`src/rtl/branch_issue_ctrl.sv`:
```
// branch_issue_ctrl
// Sequencing controller for the branch/jump execute unit. It holds one
// control-transfer instruction (BRANCH/JAL/JALR) taken from decode. While it
// waits, it presents the held fields plus live operands to the execute unit.
// A taken transfer then raises a one-cycle redirect/flush. JAL/JALR with
// rd != 0 then write pc+4 back through a valid/ready port.
//
// Handshakes: a transfer happens on a rising edge where valid && ready are
// both high. Once the controller raises wb_valid, it keeps wb_valid, wb_rd
// and wb_data stable until it samples wb_ready high. The decode side
// transfers when dec_valid is high and the controller is in IDLE
// (dec_ready=1) without ext_kill.
//
// Ports:
//   clk, rst_n                      clock, async active-low reset
//   dec_valid/dec_ready/dec_*       decode hand-off (instr, pc, imm)
//   rs1_addr, rs2_addr              register-file read addresses
//   rs1_rdata, rs2_rdata            register-file read data
//   sb_rs1_busy, sb_rs2_busy        scoreboard pending-writer flags
//   ex_*                            execute unit drive and response
//   redirect_valid/addr, flush      fetch redirect pulse
//   fetch_stall                     hold fetch/decode while busy
//   wb_valid/rd/data/ready          link writeback port
//   ext_kill                        trap kill of held instruction
//   cnt_clr, stall_cnt              operand-wait statistics counter
//   dbg_state                       current FSM state for observation
module branch_issue_ctrl #(
    parameter int CNT_W = 16
) (
    input  logic             clk,
    input  logic             rst_n,
    input  logic             dec_valid,
    output logic             dec_ready,
    input  logic [31:0]      dec_instr,
    input  logic [31:0]      dec_pc,
    input  logic [31:0]      dec_imm,
    output logic [4:0]       rs1_addr,
    output logic [4:0]       rs2_addr,
    input  logic [31:0]      rs1_rdata,
    input  logic [31:0]      rs2_rdata,
    input  logic             sb_rs1_busy,
    input  logic             sb_rs2_busy,
    output logic [31:0]      ex_instr,
    output logic [31:0]      ex_imm,
    output logic [31:0]      ex_pc,
    output logic [31:0]      ex_rs1_data,
    output logic [31:0]      ex_rs2_data,
    output logic [1:0]       ex_data1_depend,
    output logic [1:0]       ex_data2_depend,
    input  logic             ex_j_accept,
    input  logic             ex_j_wait,
    input  logic [31:0]      ex_j_addr,
    output logic             redirect_valid,
    output logic [31:0]      redirect_addr,
    output logic             flush,
    output logic             fetch_stall,
    output logic             wb_valid,
    output logic [4:0]       wb_rd,
    output logic [31:0]      wb_data,
    input  logic             wb_ready,
    input  logic             ext_kill,
    input  logic             cnt_clr,
    output logic [CNT_W-1:0] stall_cnt,
    output logic [1:0]       dbg_state
);

    typedef enum logic [1:0] {
        S_IDLE  = 2'd0,
        S_WAIT  = 2'd1,
        S_REDIR = 2'd2,
        S_WBL   = 2'd3
    } state_t;

    localparam logic [6:0] OP_BRANCH = 7'b1100011;
    localparam logic [6:0] OP_JAL    = 7'b1101111;
    localparam logic [6:0] OP_JALR   = 7'b1100111;

    state_t      state, state_nxt;
    logic [31:0] instr_q, pc_q, imm_q, target_q;

    logic        accept;
    logic        dec_is_ctrl;
    logic        held_is_jalr;
    logic        held_is_link;
    logic        resolve;
    logic        wait_inc;

    assign accept       = (state == S_IDLE) && dec_valid && !ext_kill;
    assign dec_is_ctrl  = (dec_instr[6:0] == OP_BRANCH) ||
                          (dec_instr[6:0] == OP_JAL)    ||
                          (dec_instr[6:0] == OP_JALR);
    assign held_is_jalr = (instr_q[6:0] == OP_JALR);
    assign held_is_link = (instr_q[6:0] == OP_JAL) || held_is_jalr;
    // The execute unit has resolved the transfer this cycle.
    assign resolve      = (state == S_WAIT) && !ext_kill && !ex_j_wait;
    // A killed cycle is not counted as an operand-wait cycle.
    assign wait_inc     = (state == S_WAIT) && !ext_kill && ex_j_wait;

    // Next-state logic; ext_kill overrides every transition out of a busy state.
    always_comb begin
        state_nxt = state;
        case (state)
            S_IDLE:  if (accept && dec_is_ctrl) state_nxt = S_WAIT;
            S_WAIT:  if (resolve) state_nxt = ex_j_accept ? S_REDIR : S_IDLE;
            S_REDIR: state_nxt = (held_is_link && (instr_q[11:7] != 5'd0)) ? S_WBL : S_IDLE;
            S_WBL:   if (wb_ready) state_nxt = S_IDLE;
            default: state_nxt = S_IDLE;
        endcase
        if (ext_kill && (state != S_IDLE)) state_nxt = S_IDLE;
    end

    always_ff @(posedge clk or negedge rst_n) begin
        if (!rst_n) begin
            state <= S_IDLE;
        end else begin
            state <= state_nxt;
        end
    end

    // Held instruction fields. Non-control opcodes are latched too and then
    // dropped; the fields are don't-care in IDLE.
    always_ff @(posedge clk or negedge rst_n) begin
        if (!rst_n) begin
            instr_q  <= '0;
            pc_q     <= '0;
            imm_q    <= '0;
            target_q <= '0;
        end else begin
            if (accept) begin
                instr_q <= dec_instr;
                pc_q    <= dec_pc;
                imm_q   <= dec_imm;
            end
            if (resolve) begin
                // JALR targets clear bit 0 as the ISA requires.
                target_q <= held_is_jalr ? {ex_j_addr[31:1], 1'b0} : ex_j_addr;
            end
        end
    end

    always_ff @(posedge clk or negedge rst_n) begin
        if (!rst_n) begin
            stall_cnt <= '0;
        end else if (cnt_clr) begin
            stall_cnt <= '0;
        end else if (wait_inc && !(&stall_cnt)) begin
            stall_cnt <= stall_cnt + 1'b1;
        end
    end

    assign dec_ready       = (state == S_IDLE);
    assign fetch_stall     = (state != S_IDLE);
    assign redirect_valid  = (state == S_REDIR);
    assign flush           = (state == S_REDIR);
    assign wb_valid        = (state == S_WBL);
    assign redirect_addr   = target_q;
    assign wb_rd           = instr_q[11:7];
    assign wb_data         = pc_q + 32'd4;
    assign rs1_addr        = instr_q[19:15];
    assign rs2_addr        = instr_q[24:20];
    assign ex_instr        = instr_q;
    assign ex_pc           = pc_q;
    assign ex_imm          = imm_q;
    assign ex_rs1_data     = rs1_rdata;
    assign ex_rs2_data     = rs2_rdata;
    assign ex_data1_depend = {1'b0, sb_rs1_busy};
    assign ex_data2_depend = {1'b0, sb_rs2_busy};
    assign dbg_state       = state;

endmodule

```
`config.mk`:
```
export PLATFORM = sky130hd
export DESIGN_NAME = branch_issue_ctrl
export DESIGN_NICKNAME = d
export VERILOG_FILES = /design/src/rtl/branch_issue_ctrl.sv
export SDC_FILE = /design/constraint.sdc
export NUM_CORES = 1
export LEC_CHECK = 0
export CORE_AREA = 2 2 182 184
export DETAILED_ROUTE_END_ITERATION = 10
export DIE_AREA = 0 0 184 186
export DONT_BUFFER_PORTS = 1
export HOLD_SLACK_MARGIN = 0.06
export PLACE_DENSITY = 0.31
export SYNTH_ARGS = -nofsm -noshare
export SYNTH_HDL_FRONTEND = slang
export SYNTH_SLANG_ARGS = --single-unit
```
`constraint.sdc`:
```
create_clock -name clk -period 2.05 [get_ports clk]
set_clock_uncertainty 0.2 [all_clocks]
set_input_delay 0.205 -clock clk [delete_from_list [all_inputs] [get_ports clk]]
set_output_delay 0.205 -clock clk [all_outputs]
set_load 0.01 [all_outputs]
```
[Word-level counts from Yosys, hierarchy flattened]
Index checks and enable logic that the tools add are counted.
Word-level totals
  logic and storage cells: 50
  register bits: 146
  bits of input ports: 202
Operators by class
  eq/ne operators: 11
  reductions and logical operators: 21
  add/sub/neg operators: 2
  mux-type cells: 10
Operator list (count)
  7-bit equality test (second input constant): 5
  32-bit by 3-bit adder with 32-bit output (second input constant): 1
  16-bit two-way mux: 2
  16-bit by 1-bit adder with 16-bit output (second input constant): 1
  16-bit AND reduction: 1
  2-bit two-way mux: 6
  1-bit logical AND: 9
  2-bit case mux with 4 select lines: 1
  3-bit by 1-bit != test with 1-bit output (second input constant): 2
  5-bit nonzero test: 1
  2-bit equality test (second input constant): 2
  2-bit nonzero test: 2
  1-bit logical NOT: 3
  1-bit logical OR: 3
  3-bit by 2-bit != test with 1-bit output (second input constant): 1
  3-bit AND reduction: 1
  2-bit by 1-bit equality test with 1-bit output (second input constant): 1
  2-bit logical NOT: 1
  1-bit two-way mux: 1

[Logic depth before layout (Yosys ltp)]
  word-level depth: 7
  gate-level depth with buffers: 6
  depth with buffers taken out: 5

[Worst setup path after synthesis]
Ideal clock, no wire load.
  path type: register -> register
  start: register state[1] (netlist: dbg_state[1])
  end: register imm_q[0] (netlist: ex_imm[0])
  clock period less this slack: 1959 ps
  stages on the path, launching flop included: 6
  data arrival time: 1634 ps
  path slack: 91 ps
  path through: dfrtp_1 buf_6 nor4b_1 clkbuf_1 buf_2 mux2_2
Between the ends
  word-level cells in the longest chain between the ends: 3
Ends and longest elaborated chain
  start: declaration: line 78  | state_t state, state_nxt;
  start signal: assignment: line 116  | state <= state_nxt;
  2-bit logical NOT: line 88  | assign accept = (state == S_IDLE) && dec_valid && !ext_kill;
  1-bit logical AND (2 in series): line 88
  end signal: assignment: line 132  | imm_q <= dec_imm;
  end: declaration: line 79  | logic [31:0] instr_q, pc_q, imm_q, target_q;
Every way passes these cells.
A chain may end at the register's enable or synchronous reset.

[Worst setup path in the final report]
  start: register pc_q[2] (netlist: ex_pc[2])
  end: output port wb_data[24]
Between the ends
  word-level cells in the longest chain between the ends: 1
Ends and longest elaborated chain
  start: declaration: line 79
  start signal: assignment: line 131  | pc_q <= dec_pc;
  32-bit by 3-bit adder with 32-bit output: line 158  | assign wb_data = pc_q + 32'd4;
  end: declaration: line 59  | output logic [31:0] wb_data,
Every way passes these cells.

==> results.rst <==
.. list-table::
   :header-rows: 1

   * - Metric
     - Value
   * - LEAKAGE
     - 0.00420 uW
   * - Share of power burned in combinational logic
     - 19.2%
   * - Worst Tran Pin Value
     - 724 ps
   * - Crit path from
     - ex_pc[2]$_DFFE_PN0P_
   * - Startpoint types
     - register
   * - Synth-to-layout area growth
     - 39.7%
   * - Final worst setup slack
     - -301 ps
   * - Max frequency
     - 425 MHz
   * - Power density normalized to cell area
     - around 910 nW/um^2
   * - Clock power share
     - 34.3%
   * - Synth Area per Inst
     - roughly 12 um^2
   * - Flop pwr share
     - 46.5%
   * - Maximum number of pins on one net before global-route repair
     - 147
   * - Placed standard-cell area
     - 7450 um^2
   * - Arrival time at the worst endpoint
     - 1950 ps
   * - Clock Sink Count
     - 146
   * - Total power consumption of the routed design
     - 8930 uW
   * - Vias in the first global route
     - 5,464
   * - Quantity of I/O buffers inserted on ports
     - 0
   * - Violated checks
     - hold timing, setup timing
   * - Count of mapped cells out of synthesis
     - 574
   * - Worst hold path class
     - primary input to asynchronous set/reset pin
   * - Layout fillers
     - ~3,300
   * - Number of remaining DRC errors
     - 0
   * - Cell area after layout
     - 9860 um^2
   * - Critical Path End Type
     - output pin
   * - Final number of max-transition violations
     - 0
   * - Die outline height
     - 186 um
   * - Longest Clk Path Bufs
     - 2
   * - Via count of the routed design
     - 4,965
   * - Final hold vios
     - around 150
   * - Launch point of the worst reg-to-reg path
     - stall_cnt[1]$_DFFE_PN0P_
   * - Post-detailed-placement half-perimeter wirelength
     - 15,500 um
   * - Setup CP Type
     - register to output pin
   * - Top-Level Pins
     - 468
   * - Wire length of the first global-routing pass
     - 31,700 um
   * - Reg2Reg Setup Slack
     - 100 ps
   * - Net switching power figure
     - 2840 uW
   * - Starting utilization of the core area
     - 21.9%
   * - Per-cell via count in the routed design
     - between 4 and 5
   * - Std cell rows
     - 66
   * - X dimension of the die
     - 184 um
   * - Clk Latency, worst-skew pair
     - 440 ps
   * - Hold-fix buffer count after cts
     - 135
   * - Critical-path maximum fanout
     - 4
   * - Initial antenna violation count
     - 1
   * - Final setup violation count
     - 22
   * - Internal Power
     - 6090 uW
   * - Outcome
     - finished with violations
   * - MaxCap Viol Count
     - 0
   * - Clock-pin transition on the worst setup and hold timing paths
     - ~60 ps
   * - Fraction of the yosys area taken by sequential cells
     - between 50% and 60%
   * - Initial detailed-routing violation count
     - between 150 and 200
   * - Warning count from the yosys run
     - 0
   * - Antenna cells
     - 0
   * - Required time of the worst setup path
     - 1640 ps
   * - Total of flip-flops plus latches after synthesis
     - 146
   * - Worst hold slack across all endpoints
     - -743 ps
   * - Final global-route overflow total
     - 0
   * - Total die area
     - around 34,000 um^2
   * - Count of distinct cell types in the synthesized netlist
     - 42
   * - GRT Overall Usage
     - 12.5%
   * - Leading register cell type out of synthesis
     - dfrtp_1
   * - Maximum resistive drop on vdd
     - 562 uV
   * - Fraction of layout cells with a size suffix above 1
     - 40.7%
   * - Sw Share
     - 31.8%
   * - Slew margin rel.
     - 51.6%
   * - Routed wire length
     - between 20,000 and 25,000 um
   * - EDFF count, synth
     - 0
   * - NumNets Final
     - 913
   * - Fin crit share
     - 115%
   * - Post-synthesis instance area
     - 7050 um^2
   * - Final Critical Period
     - 2350 ps
   * - RSZ-0062 raised after global routing
     - true
   * - TritonCTS Buffers
     - 17
   * - Initial DRT Pass Iterations
     - 4
   * - Wirelength per Cell
     - 19.1 um
   * - ANT nets after route
     - 0
   * - Number of H-tree branching levels
     - 4
   * - Setup Slack @ Placement
     - -22.9 ps
   * - Final total negative setup slack
     - -4340 ps
   * - CTS tree
     - yes
   * - Ys async rst share
     - 100%
   * - Clock Root Buffer
     - clkbuf_16
   * - Area of the core
     - approximately 32,000 um^2
   * - GP Congestion
     - roughly 0.77
kinds of logic (layout without fill, tap and decap cells):
kind of cell	after synthesis	after routing	synth area share, %
AOI/OAI and AO/OA	37	37	3.12
xor gates and xnor gates	29	29	3.60
adders and majority gates	2	2	0.355
buffers and inverters	112	259	11.0
DFF	146	146	51.8
muxes	126	126	20.1
other	1	2	0.0532
and+or+nand+nor	121	121	9.99
metrics by stage:
step,util [%],cells,hold WS (ps)
5_1_grt,30.6,1130,-773
3_3_place_gp,23.1,955,-285
6_report,30.6,1130,-743
4_1_cts,30.1,1127,-779
2_1_floorplan,-,575,-291
3_5_place_dp,23.1,955,-287
critical path: stages, from the launching register on:
cell     delay, ps
dfrtp_1        390
ha_2           200
nand4_1        140
nor3_2         180
buf_4          150
nand4_1        130
xnor2_2        180
buf_4          150
timing repair:
action                                  CTS  global route
setup buffers                             5             4
pin swaps                                26            24
resized for setup                        53            27
gates cloned                              0             0
hold endpoints to repair                292           146
endpoints found under the setup margin   53            74
metal layers:
| layer | global-route usage (%) | share of wire (%) | vias up |
|---|---|---|---|
| met2 | 21.1 | 51 | 249 |
| met1 | 13.1 | 37 | 2446 |
| met3 | 5.67 | 9.5 | 62 |
| met5 | 0 | 0.060 | - |
| li1 | - | - | 2206 |
| met4 | 6.43 | 3.0 | 2 |
Yosys cell counts (3+ instances only):
cell type / instances / area share (%)
a21oi_1: 14 / 0.99
and2_1: 5 / 0.44
and3_1: 6 / 0.53
and4_1: 6 / 0.74
buf_2: 14 / 0.99
buf_4: 86 / 9.2
dfrtp_1: 146 / 52
inv_1: 7 / 0.37
mux2_1: 3 / 0.48
mux2_2: 122 / 19
nand2_1: 21 / 1.1
nand2b_1: 4 / 0.35
nand3_1: 17 / 1.2
nand4_1: 13 / 1.2
nor2_1: 11 / 0.59
nor2b_1: 6 / 0.53
nor3_1: 6 / 0.43
nor4_1: 7 / 0.62
o21ai_0: 13 / 0.92
o31ai_1: 4 / 0.43
or3_1: 9 / 0.80
or4_1: 3 / 0.32
xnor2_1: 15 / 1.9
xor2_1: 14 / 1.7
layout by cell type (no fill, tap or decap), types with 4 or more instances in the layout:
master / Yosys / routed
dfrtp_1: 146 / 144
dlygate4sd3_1: 0 / 135
mux2_2: 122 / 122
buf_4: 86 / 73
nand2_1: 21 / 17
clkbuf_16: 0 / 17
a21oi_1: 14 / 14
nand4_1: 13 / 13
nand3_1: 17 / 13
o21ai_0: 13 / 13
xnor2_2: 0 / 11
or3_1: 9 / 9
buf_6: 2 / 9
xor2_1: 14 / 8
nor2_1: 11 / 8
inv_1: 7 / 7
nor2b_1: 6 / 6
nor4_4: 0 / 6
and4_4: 0 / 4
and2_1: 5 / 4
nor3_4: 0 / 4
xnor2_1: 15 / 4
nand2b_1: 4 / 4
o31ai_1: 4 / 4
clkinvlp_4: 0 / 4
power groups by stage:
| stage | Combinational, uW | Sequential [uW] | Clock (uW) |
|---|---|---|---|
| after floorplan | 1040 | 4100 | 0 |
| after global placement | 1370 | 4210 | 0 |
| after detailed placement | 1400 | 4190 | 0 |
| after CTS | 1700 | 4170 | 3190 |
| after global routing | 1850 | 4240 | 3300 |
| final | 1720 | 4150 | 3060 |
registers in the layout, indices dropped and copies added (netlist names):
register,cells
ex_instr,32
dbg_state,2
ex_pc,32
redirect_addr,32
stall_cnt,16
ex_imm,32
path summary, 6_finish.rpt:
kind	endpoint	cells after the start
worst max-delay path	wb_data[24]	7
worst min-delay path	ex_imm[1]$_DFFE_PN0P_	0
worst max register to register	stall_cnt[0]$_DFFE_PN0P_	6
worst min register to register	ex_imm[31]$_DFFE_PN0P_	1
max in group asynchronous	ex_pc[10]$_DFFE_PN0P_	0
min in group clk	ex_instr[3]$_DFFE_PN0P_	3
layout make-up:
class                   count  area, um^2  share of cell area (%)
multi-input cells         317        3040                    30.8
clock inverters            13         129                    1.31
well taps                 408         510                    5.18
repair buffers            220        2060                    20.9
flip-flops and latches    146        3660                    37.1
clock buffers              19         433                    4.39
inverters                   7        26.3                   0.267
(Power assumes the default switching activity.)
